`src/rtl/mmm_exp_ctrl_pkg.sv`:
```
// ----------------------------------------------------------------------------
// mmm_exp_ctrl_pkg
// Shared definitions for the modular-exponentiation controller:
//   - default widths and multiplier step count
//   - top-level FSM state codes (one Montgomery multiplication per op state)
//   - per-multiplication phase codes used by the op sequencer
// ----------------------------------------------------------------------------
package mmm_exp_ctrl_pkg;

    localparam int DEF_WIDTH      = 10;
    localparam int DEF_EXP_WIDTH  = 10;
    // WIDTH bit-steps plus two flush cycles inside the multiplier
    localparam int DEF_MMM_CYCLES = 12;

    // Top FSM
    typedef logic [2:0] state_t;
    localparam logic [2:0] ST_IDLE  = 3'd0;
    localparam logic [2:0] ST_PRE_X = 3'd1;   // xbar = MMM(base, r2)
    localparam logic [2:0] ST_PRE_A = 3'd2;   // acc  = MMM(1, r2)
    localparam logic [2:0] ST_SQR   = 3'd3;   // acc  = MMM(acc, acc)
    localparam logic [2:0] ST_MUL   = 3'd4;   // acc  = MMM(acc, xbar)
    localparam logic [2:0] ST_POST  = 3'd5;   // result = MMM(acc, 1)
    localparam logic [2:0] ST_DONE  = 3'd6;

    // Phases of a single multiplication
    typedef logic [1:0] phase_t;
    localparam logic [1:0] PH_CLR  = 2'd0;    // clear accumulator, load A
    localparam logic [1:0] PH_RUN  = 2'd1;    // MMM_CYCLES enable pulses
    localparam logic [1:0] PH_CAPT = 2'd2;    // capture multiplier result
    localparam logic [1:0] PH_WB   = 2'd3;    // write result to destination

endpackage

```
`src/rtl/mmm_exp_ctrl_if.sv`:
```
// ----------------------------------------------------------------------------
// mmm_exp_ctrl_if
// Bundles the register-file request side and the Montgomery multiplier side
// of the exponentiation controller.
//   slave  : view of the controller (takes requests, drives the multiplier)
//   master : view of the environment (register file + multiplier instance)
// Signals:
//   start/base/exponent/modulus/r2_mod  request and operands
//   busy/done/result                    status and final value
//   mmm_en/mmm_rst/mmm_ld_a/mmm_ld_r/mmm_lock, mmm_a/mmm_b/mmm_m  multiplier drive
//   mmm_r                               multiplier result
// ----------------------------------------------------------------------------
interface mmm_exp_ctrl_if #(
    parameter int WIDTH     = 10,
    parameter int EXP_WIDTH = 10
);
    logic                 start;
    logic [WIDTH-1:0]     base;
    logic [EXP_WIDTH-1:0] exponent;
    logic [WIDTH-1:0]     modulus;
    logic [WIDTH-1:0]     r2_mod;
    logic                 busy;
    logic                 done;
    logic [WIDTH-1:0]     result;
    logic                 mmm_en;
    logic                 mmm_rst;
    logic                 mmm_ld_a;
    logic                 mmm_ld_r;
    logic                 mmm_lock;
    logic [WIDTH-1:0]     mmm_a;
    logic [WIDTH-1:0]     mmm_b;
    logic [WIDTH-1:0]     mmm_m;
    logic [WIDTH-1:0]     mmm_r;

    modport slave (
        input  start, base, exponent, modulus, r2_mod, mmm_r,
        output busy, done, result,
        output mmm_en, mmm_rst, mmm_ld_a, mmm_ld_r, mmm_lock,
        output mmm_a, mmm_b, mmm_m
    );

    modport master (
        output start, base, exponent, modulus, r2_mod, mmm_r,
        input  busy, done, result,
        input  mmm_en, mmm_rst, mmm_ld_a, mmm_ld_r, mmm_lock,
        input  mmm_a, mmm_b, mmm_m
    );
endinterface

```
`src/rtl/mmm_exp_ctrl_op_seq.sv`:
```
// ----------------------------------------------------------------------------
// mmm_op_seq
// Runs one Montgomery multiplication: CLR (1) -> RUN (MMM_CYCLES) -> CAPT (1)
// -> WB (1). A new op_go may arrive during WB so ops run back to back.
// Ports:
//   clk, rst      clock, asynchronous active-high reset
//   i_op_go       start a multiplication (CLR next cycle)
//   o_op_done     high during WB; destination register is written at its end
//   o_mmm_en      multiplier step enable (RUN)
//   o_mmm_rst     accumulator clear (CLR)
//   o_mmm_ld_a    A shift-register load (CLR)
//   o_mmm_ld_r    result capture (CAPT)
//   o_mmm_lock    result freeze, low only in CAPT
// ----------------------------------------------------------------------------
module mmm_op_seq
    import mmm_exp_ctrl_pkg::*;
#(
    parameter int MMM_CYCLES = DEF_MMM_CYCLES
) (
    input  logic clk,
    input  logic rst,
    input  logic i_op_go,
    output logic o_op_done,
    output logic o_mmm_en,
    output logic o_mmm_rst,
    output logic o_mmm_ld_a,
    output logic o_mmm_ld_r,
    output logic o_mmm_lock
);

    localparam int CNT_W = (MMM_CYCLES > 1) ? $clog2(MMM_CYCLES) : 1;

    logic             r_active;
    phase_t           r_phase;
    logic [CNT_W-1:0] r_cnt;

    always_ff @(posedge clk or posedge rst) begin
        if (rst) begin
            r_active <= 1'b0;
            r_phase  <= PH_CLR;
            r_cnt    <= '0;
        end else if (i_op_go) begin
            // op_go wins over WB so the next op starts without a gap
            r_active <= 1'b1;
            r_phase  <= PH_CLR;
            r_cnt    <= '0;
        end else if (r_active) begin
            case (r_phase)
                PH_CLR: begin
                    r_phase <= PH_RUN;
                    r_cnt   <= '0;
                end
                PH_RUN: begin
                    if (r_cnt == CNT_W'(MMM_CYCLES - 1)) begin
                        r_phase <= PH_CAPT;
                    end else begin
                        r_cnt <= r_cnt + 1'b1;
                    end
                end
                PH_CAPT: r_phase <= PH_WB;
                default: r_active <= 1'b0;   // PH_WB, no follow-on op
            endcase
        end
    end

    assign o_op_done  = r_active && (r_phase == PH_WB);
    assign o_mmm_en   = r_active && (r_phase == PH_RUN);
    assign o_mmm_rst  = r_active && (r_phase == PH_CLR);
    assign o_mmm_ld_a = r_active && (r_phase == PH_CLR);
    assign o_mmm_ld_r = r_active && (r_phase == PH_CAPT);
    assign o_mmm_lock = !(r_active && (r_phase == PH_CAPT));

endmodule

```
`src/rtl/mmm_exp_ctrl.sv`:
```
// ----------------------------------------------------------------------------
// mmm_exp_ctrl
// Computes result = base^exponent mod modulus with left-to-right
// square-and-multiply in the Montgomery domain, sequencing one external
// bit-serial Montgomery multiplier.
// Ports:
//   clk   clock, rising edge
//   rst   asynchronous active-high reset
//   bus   mmm_exp_ctrl_if.slave: request/operands in, busy/done/result out,
//         multiplier strobes and A/B/M operands out, multiplier result in
// ----------------------------------------------------------------------------
module mmm_exp_ctrl
    import mmm_exp_ctrl_pkg::*;
#(
    parameter int WIDTH      = DEF_WIDTH,
    parameter int EXP_WIDTH  = DEF_EXP_WIDTH,
    parameter int MMM_CYCLES = DEF_MMM_CYCLES
) (
    input  logic          clk,
    input  logic          rst,
    mmm_exp_ctrl_if.slave bus
);

    localparam int IDX_W = (EXP_WIDTH > 1) ? $clog2(EXP_WIDTH) : 1;

    state_t               r_state;
    state_t               w_state_next;
    logic [IDX_W-1:0]     r_idx;
    logic [IDX_W-1:0]     w_idx_next;
    logic [EXP_WIDTH-1:0] r_exp;
    logic [WIDTH-1:0]     r_mod;
    logic [WIDTH-1:0]     r_r2;
    logic [WIDTH-1:0]     r_acc;
    logic [WIDTH-1:0]     r_xbar;
    logic [WIDTH-1:0]     r_result;
    logic [WIDTH-1:0]     r_a;
    logic [WIDTH-1:0]     r_b;
    logic                 r_busy;
    logic                 r_done;

    logic [WIDTH-1:0]     w_a_next;
    logic [WIDTH-1:0]     w_b_next;
    logic [WIDTH-1:0]     w_acc_fwd;
    logic                 w_start_acc;
    logic                 w_op_go;
    logic                 w_op_done;
    logic                 w_writes_acc;
    logic                 w_last_bit;
    logic                 w_mmm_en;
    logic                 w_mmm_rst;
    logic                 w_mmm_ld_a;
    logic                 w_mmm_ld_r;
    logic                 w_mmm_lock;

    assign w_start_acc  = (r_state == ST_IDLE) && bus.start;
    assign w_last_bit   = (r_idx == '0);
    assign w_writes_acc = (r_state == ST_PRE_A) || (r_state == ST_SQR) || (r_state == ST_MUL);

    // The next op's operands are loaded on the same edge that writes acc,
    // so take the multiplier output directly when acc is being updated.
    assign w_acc_fwd = (w_op_done && w_writes_acc) ? bus.mmm_r : r_acc;

    // ------------------------------------------------------------------
    // Next state / bit index / op launch
    // ------------------------------------------------------------------
    always_comb begin
        w_state_next = r_state;
        w_idx_next   = r_idx;
        w_op_go      = 1'b0;
        case (r_state)
            ST_IDLE: begin
                if (bus.start) begin
                    w_state_next = ST_PRE_X;
                    w_idx_next   = IDX_W'(EXP_WIDTH - 1);
                    w_op_go      = 1'b1;
                end
            end
            ST_PRE_X: begin
                if (w_op_done) begin
                    w_state_next = ST_PRE_A;
                    w_op_go      = 1'b1;
                end
            end
            ST_PRE_A: begin
                if (w_op_done) begin
                    // A zero exponent needs no squarings: acc already holds
                    // the Montgomery form of 1.
                    w_state_next = (r_exp == '0) ? ST_POST : ST_SQR;
                    w_op_go      = 1'b1;
                end
            end
            ST_SQR: begin
                if (w_op_done) begin
                    w_op_go = 1'b1;
                    if (r_exp[r_idx]) begin
                        w_state_next = ST_MUL;
                    end else if (w_last_bit) begin
                        w_state_next = ST_POST;
                    end else begin
                        w_state_next = ST_SQR;
                        w_idx_next   = r_idx - 1'b1;
                    end
                end
            end
            ST_MUL: begin
                if (w_op_done) begin
                    w_op_go = 1'b1;
                    if (w_last_bit) begin
                        w_state_next = ST_POST;
                    end else begin
                        w_state_next = ST_SQR;
                        w_idx_next   = r_idx - 1'b1;
                    end
                end
            end
            ST_POST: begin
                if (w_op_done) begin
                    w_state_next = ST_DONE;
                end
            end
            default: begin
                // ST_DONE and any unused code return to IDLE
                w_state_next = ST_IDLE;
            end
        endcase
    end

    // ------------------------------------------------------------------
    // A/B operand selection for the op being launched
    // ------------------------------------------------------------------
    always_comb begin
        w_a_next = r_a;
        w_b_next = r_b;
        if (w_op_go) begin
            case (w_state_next)
                ST_PRE_X: begin
                    w_a_next = bus.base;
                    w_b_next = bus.r2_mod;
                end
                ST_PRE_A: begin
                    w_a_next = WIDTH'(1);
                    w_b_next = r_r2;
                end
                ST_SQR: begin
                    w_a_next = w_acc_fwd;
                    w_b_next = w_acc_fwd;
                end
                ST_MUL: begin
                    w_a_next = w_acc_fwd;
                    w_b_next = r_xbar;
                end
                ST_POST: begin
                    w_a_next = w_acc_fwd;
                    w_b_next = WIDTH'(1);
                end
                default: begin
                    w_a_next = r_a;
                    w_b_next = r_b;
                end
            endcase
        end
    end

    // ------------------------------------------------------------------
    // Registers
    // ------------------------------------------------------------------
    always_ff @(posedge clk or posedge rst) begin
        if (rst) begin
            r_state  <= ST_IDLE;
            r_idx    <= '0;
            r_exp    <= '0;
            r_mod    <= '0;
            r_r2     <= '0;
            r_acc    <= '0;
            r_xbar   <= '0;
            r_result <= '0;
            r_a      <= '0;
            r_b      <= '0;
            r_busy   <= 1'b0;
            r_done   <= 1'b0;
        end else begin
            r_state <= w_state_next;
            r_idx   <= w_idx_next;
            r_a     <= w_a_next;
            r_b     <= w_b_next;

            // Operands are captured once; later input changes are ignored
            if (w_start_acc) begin
                r_exp <= bus.exponent;
                r_mod <= bus.modulus;
                r_r2  <= bus.r2_mod;
            end

            if (w_op_done) begin
                case (r_state)
                    ST_PRE_X:                  r_xbar   <= bus.mmm_r;
                    ST_PRE_A, ST_SQR, ST_MUL:  r_acc    <= bus.mmm_r;
                    ST_POST:                   r_result <= bus.mmm_r;
                    default: ;
                endcase
            end

            // done is registered off the DONE state, so it lands in the
            // following IDLE cycle where a new start may already be taken
            r_done <= (r_state == ST_DONE);

            if (w_start_acc) begin
                r_busy <= 1'b1;
            end else if (r_state == ST_DONE) begin
                r_busy <= 1'b0;
            end
        end
    end

    // ------------------------------------------------------------------
    // Multiplication phase sequencer
    // ------------------------------------------------------------------
    mmm_op_seq #(
        .MMM_CYCLES (MMM_CYCLES)
    ) u_op_seq (
        .clk        (clk),
        .rst        (rst),
        .i_op_go    (w_op_go),
        .o_op_done  (w_op_done),
        .o_mmm_en   (w_mmm_en),
        .o_mmm_rst  (w_mmm_rst),
        .o_mmm_ld_a (w_mmm_ld_a),
        .o_mmm_ld_r (w_mmm_ld_r),
        .o_mmm_lock (w_mmm_lock)
    );

    assign bus.busy     = r_busy;
    assign bus.done     = r_done;
    assign bus.result   = r_result;
    assign bus.mmm_en   = w_mmm_en;
    assign bus.mmm_rst  = w_mmm_rst;
    assign bus.mmm_ld_a = w_mmm_ld_a;
    assign bus.mmm_ld_r = w_mmm_ld_r;
    assign bus.mmm_lock = w_mmm_lock;
    assign bus.mmm_a    = r_a;
    assign bus.mmm_b    = r_b;
    assign bus.mmm_m    = r_mod;

endmodule

```
`src/flat_wrapper.sv`:
```
// flat-port wrapper written by rule: the top's interface ports become plain ports
module mmm_exp_ctrl_flat import mmm_exp_ctrl_pkg::*;
#(
    parameter int WIDTH      = DEF_WIDTH,
    parameter int EXP_WIDTH  = DEF_EXP_WIDTH,
    parameter int MMM_CYCLES = DEF_MMM_CYCLES
)
  (clk, rst, bus_start, bus_base, bus_exponent, bus_modulus, bus_r2_mod, bus_mmm_r, bus_busy, bus_done, bus_result, bus_mmm_en, bus_mmm_rst, bus_mmm_ld_a, bus_mmm_ld_r, bus_mmm_lock, bus_mmm_a, bus_mmm_b, bus_mmm_m);
  mmm_exp_ctrl_if #(.WIDTH(WIDTH), .EXP_WIDTH(EXP_WIDTH)) bus_i ();
  input  logic clk;
  input  logic rst;
  input wire logic [$bits(bus_i.start)-1:0] bus_start;
  input wire logic [$bits(bus_i.base)-1:0] bus_base;
  input wire logic [$bits(bus_i.exponent)-1:0] bus_exponent;
  input wire logic [$bits(bus_i.modulus)-1:0] bus_modulus;
  input wire logic [$bits(bus_i.r2_mod)-1:0] bus_r2_mod;
  input wire logic [$bits(bus_i.mmm_r)-1:0] bus_mmm_r;
  output wire logic [$bits(bus_i.busy)-1:0] bus_busy;
  output wire logic [$bits(bus_i.done)-1:0] bus_done;
  output wire logic [$bits(bus_i.result)-1:0] bus_result;
  output wire logic [$bits(bus_i.mmm_en)-1:0] bus_mmm_en;
  output wire logic [$bits(bus_i.mmm_rst)-1:0] bus_mmm_rst;
  output wire logic [$bits(bus_i.mmm_ld_a)-1:0] bus_mmm_ld_a;
  output wire logic [$bits(bus_i.mmm_ld_r)-1:0] bus_mmm_ld_r;
  output wire logic [$bits(bus_i.mmm_lock)-1:0] bus_mmm_lock;
  output wire logic [$bits(bus_i.mmm_a)-1:0] bus_mmm_a;
  output wire logic [$bits(bus_i.mmm_b)-1:0] bus_mmm_b;
  output wire logic [$bits(bus_i.mmm_m)-1:0] bus_mmm_m;
  assign bus_i.start = bus_start;
  assign bus_i.base = bus_base;
  assign bus_i.exponent = bus_exponent;
  assign bus_i.modulus = bus_modulus;
  assign bus_i.r2_mod = bus_r2_mod;
  assign bus_i.mmm_r = bus_mmm_r;
  assign bus_busy = bus_i.busy;
  assign bus_done = bus_i.done;
  assign bus_result = bus_i.result;
  assign bus_mmm_en = bus_i.mmm_en;
  assign bus_mmm_rst = bus_i.mmm_rst;
  assign bus_mmm_ld_a = bus_i.mmm_ld_a;
  assign bus_mmm_ld_r = bus_i.mmm_ld_r;
  assign bus_mmm_lock = bus_i.mmm_lock;
  assign bus_mmm_a = bus_i.mmm_a;
  assign bus_mmm_b = bus_i.mmm_b;
  assign bus_mmm_m = bus_i.mmm_m;
  mmm_exp_ctrl #(.WIDTH(WIDTH), .EXP_WIDTH(EXP_WIDTH), .MMM_CYCLES(MMM_CYCLES)) u_core (.clk(clk), .rst(rst), .bus(bus_i));
endmodule
```
`config.mk`:
```
export PLATFORM = sky130hd
export DESIGN_NAME = mmm_exp_ctrl_flat
export DESIGN_NICKNAME = d
export VERILOG_FILES = /design/src/rtl/mmm_exp_ctrl_pkg.sv /design/src/rtl/mmm_exp_ctrl_if.sv /design/src/rtl/mmm_exp_ctrl_op_seq.sv /design/src/rtl/mmm_exp_ctrl.sv /design/src/flat_wrapper.sv
export SDC_FILE = /design/constraint.sdc
export NUM_CORES = 1
export LEC_CHECK = 0
export CORE_ASPECT_RATIO = 1.1
export CORE_MARGIN = 2
export CORE_UTILIZATION = 25
export DETAILED_ROUTE_END_ITERATION = 6
export GPL_ROUTABILITY_DRIVEN = 0
export SLEW_MARGIN = 5
export SYNTH_ARGS = -nofsm -noshare
export SYNTH_HDL_FRONTEND = slang
export SYNTH_HIERARCHICAL = 1
export SYNTH_SLANG_ARGS = --single-unit
```
`constraint.sdc`:
```
create_clock -name clk -period 4.3 [get_ports clk]
set_clock_uncertainty 0.15 [all_clocks]
set_input_delay 0.86 -clock clk [delete_from_list [all_inputs] [get_ports clk]]
set_output_delay 0.86 -clock clk [all_outputs]
set_load 0.03 [all_outputs]
```
==> flow_metrics.tcl <==
set metrics [dict create \
    grt_overflow 0 \
    vias 3924 \
    timing.rr.end "u_core/bus.mmm_b[3]" \
    crit_start "u_core/u_op_seq/r_phase[0]" \
    fin_crit_ps 3380 \
    hold_slack_ps 318 \
    critPathMaxStageDelay_ps 540 \
    grt_pass1_wl_um 21200 \
    timing_worst_slew_pin_value_ps 974 \
    critPathArrivalTime_ps 3450 \
    layout-drive-gt1-share_pct 13.3 \
    grt_max_degree 43 \
    yosys_register_bits 96 \
    wl_um 13200 \
    drc_errors 0 \
    ys_top_cells_by_area "dfrtp_1, nand2_1, mux2_2" \
    cts_hold_buf 0 \
    fin_util_pct 33.4 \
    path_cells "ha_1, and2_1, or4b_4, o31ai_1, and2_1, a21oi_2, buf_4, a221oi_2, a31oi_1" \
    pre_cts_slack_ps 910 \
    r2r_start "u_core/u_op_seq/r_phase[0]" \
    drv_cap 0 \
    detail-route-antenna-nets 0 \
    die_x_um 136 \
    final_nets 641 \
    hpwl_um 9400 \
    wl_per_cell_um 15.9 \
    path_clk_slew_ps 70 \
    setup_slack_ps 923 \
    drt_iter0_drc 291 \
    syn-instance-count 491 \
    relSlewSlack_pct 35.0 \
    vias_per_cell 4.72 \
    worst_path_most_repeated_cell "and2_1" \
    clk_latency_ps 350 \
    ys.flop_type "dfrtp_1" \
    dr.pass1.iters 4 \
    reg2reg_slack_ps 920 \
    die_y_um 150 \
    synth_nets 552 \
    yosysMostFrequentCell "nand2_1" \
    cts_buffer_depth 2 \
    antenna_found_initial 0 \
    cp_num_buf_inv 1 \
    crit_path_max_fanout 15 \
    cp-end-kind "flop" \
    yosys_warnings 6 \
    grt_pass1_vias 3885 \
    synth-edff-count 0 \
    p_per_area_nw_per_um2 768 \
    r2r_cells 9 \
    avgSynthCellArea_um2 9.82 \
    areaGrowthSynthToFinish_pct 32.1 \
    io_buffers 99 \
    rsz0062_at_grt "no" \
    cts_resized 0 \
    critPathRequiredTime_ps 4380 \
    totalNegativeSetupSlack_ps 0 \
    die_area_um2 20400 \
    cts_sinks 96 \
    min_from "u_core/r_r2[8]" \
    ios 100 \
    crit_family "simple AND/OR/NAND/NOR gates" \
    fmax_ghz 0.296 \
    hold_viol 0 \
    crit_type "flop to flop" \
    track_usage_pct 13.5 \
    cp-start-kind "flop" \
    cts_buffers 9 \
    critPathSlowestCell "or4b_4" \
    start_util_pct 25.3 \
    vdd_ir_drop_max_uv 269 \
    setup_viol_count_final 0 \
    clockRootBuffer "clkbuf_16" \
    status "finished, final reports clean" \
    mappedNetlistArea_um2 4820 \
    ys_async_sr_fraction_pct 100 \
    fin_total_pwr_mw 4.89 \
    core_um2 19000 \
    cts_tree "yes" \
    finalCritPeriodShare_pct 78.5 \
    fillers 1934 \
    yosysTopAreaCellShare_pct 49.8 \
    cts_max_level 3 \
    n_antenna_cell 0 \
    cts_setup_buffers 0 \
    synth_common_cells "nand2_1, dfrtp_1, mux2_2" \
    synth_seq_area_share_pct 49.8 \
    min_path_type "flop to flop" \
    leakagePower_nw 2.79 \
    synth_largest_area_cell "dfrtp_1" \
    hold_end "u_core/r_r2[8]" \
    final_max_slew_viol_count 0 \
    synthDistinctLibCells 63 \
    whs_path_depth 2 \
    rows 53 \
]
power breakdown:
part | switching (mW) | total [mW] | internal, mW
logic | 1.45 | 2.41 | 0.956
registers | 0.292 | 1.60 | 1.31
clock network | 0.356 | 0.887 | 0.531
total | 2.10 | 4.89 | 2.79
worst reg2reg max path: cells and delay by family (launching register included):
| family | cells | cell delay (ps) |
|---|---|---|
| AND/OR/NAND/NOR | 3 | 1330 |
| AO/OA/AOI/OAI | 4 | 940 |
| flip-flops | 1 | 420 |
| adder cells (fa/ha/maj) | 1 | 160 |
| buffers and inverters | 1 | 260 |
metrics by stage:
stage	cells	cell area (µm²)
after global routing	832	6370
after detailed placement	816	6040
after global placement	816	6040
final	832	6370
after CTS	832	6370
after floorplan	491	4820
worst max-delay path by stage:
stage	cells after the start	endpoint	slack, ps
2_1_floorplan	1	u_core/bus.busy	980
3_3_place_gp	9	u_core/bus.mmm_b[3]	1080
3_5_place_dp	9	u_core/bus.mmm_b[3]	910
4_1_cts	9	u_core/bus.mmm_b[2]	920
5_1_grt	9	u_core/bus.mmm_b[2]	700
6_report	9	u_core/bus.mmm_b[3]	920
routing by layer:
layer	track usage, %	vias up	wire length [µm]
met1	18.3	1917	6120
li1	-	1914	-
met2	21.2	80	6400
met3	2.57	13	488
met5	0	-	0
met4	5.31	0	238
cells in the final DEF (no fill, tap or decap), drive strengths merged, types with 3 or more instances in the layout:
master,count
nor3,5
buf,9
mux2i,3
o21ai,11
inv,18
a31oi,16
mux2,23
and3,4
ha,8
and2,4
o32ai,3
nand2,136
clkbuf,11
dfrtp,96
nand4,19
nand2b,5
a221oi,9
nor2,18
a21oi,13
or3,4
clkdlybuf4s50,99
nand3,20
clkinv,3
a211oi,11
cells by family (layout without fill, tap and decap cells):
group	Yosys count	in the layout	synth area share (%)
buf+inv	48	142	5.19
mux	27	27	6.46
simple gates	232	232	22.9
compound gates	80	80	13.5
flops	96	96	49.8
fa+ha+maj	8	8	2.08
registers in the layout (all words and copies together) (netlist names), 2 cells and up:
signal,count
u_core/bus.mmm_a,10
u_core/bus.mmm_b,10
u_core/bus.mmm_m,10
u_core/bus.result,10
u_core/r_acc,10
u_core/r_exp,10
u_core/r_r2,10
u_core/r_xbar,10
u_core/r_idx,4
u_core/u_op_seq/r_cnt,4
u_core/r_state,3
u_core/u_op_seq/r_phase,2
cell type report:
class | count | area (µm²) | share of cell area [%]
flip-flops and latches | 96 | 2400 | 37.7
well taps | 247 | 309 | 4.85
multi-input cells | 347 | 2180 | 34.3
repair buffers | 108 | 1070 | 16.8
clock inverters | 5 | 86.3 | 1.36
clock buffers | 11 | 243 | 3.81
inverters | 18 | 73.8 | 1.16
(Power assumes the default switching activity.)
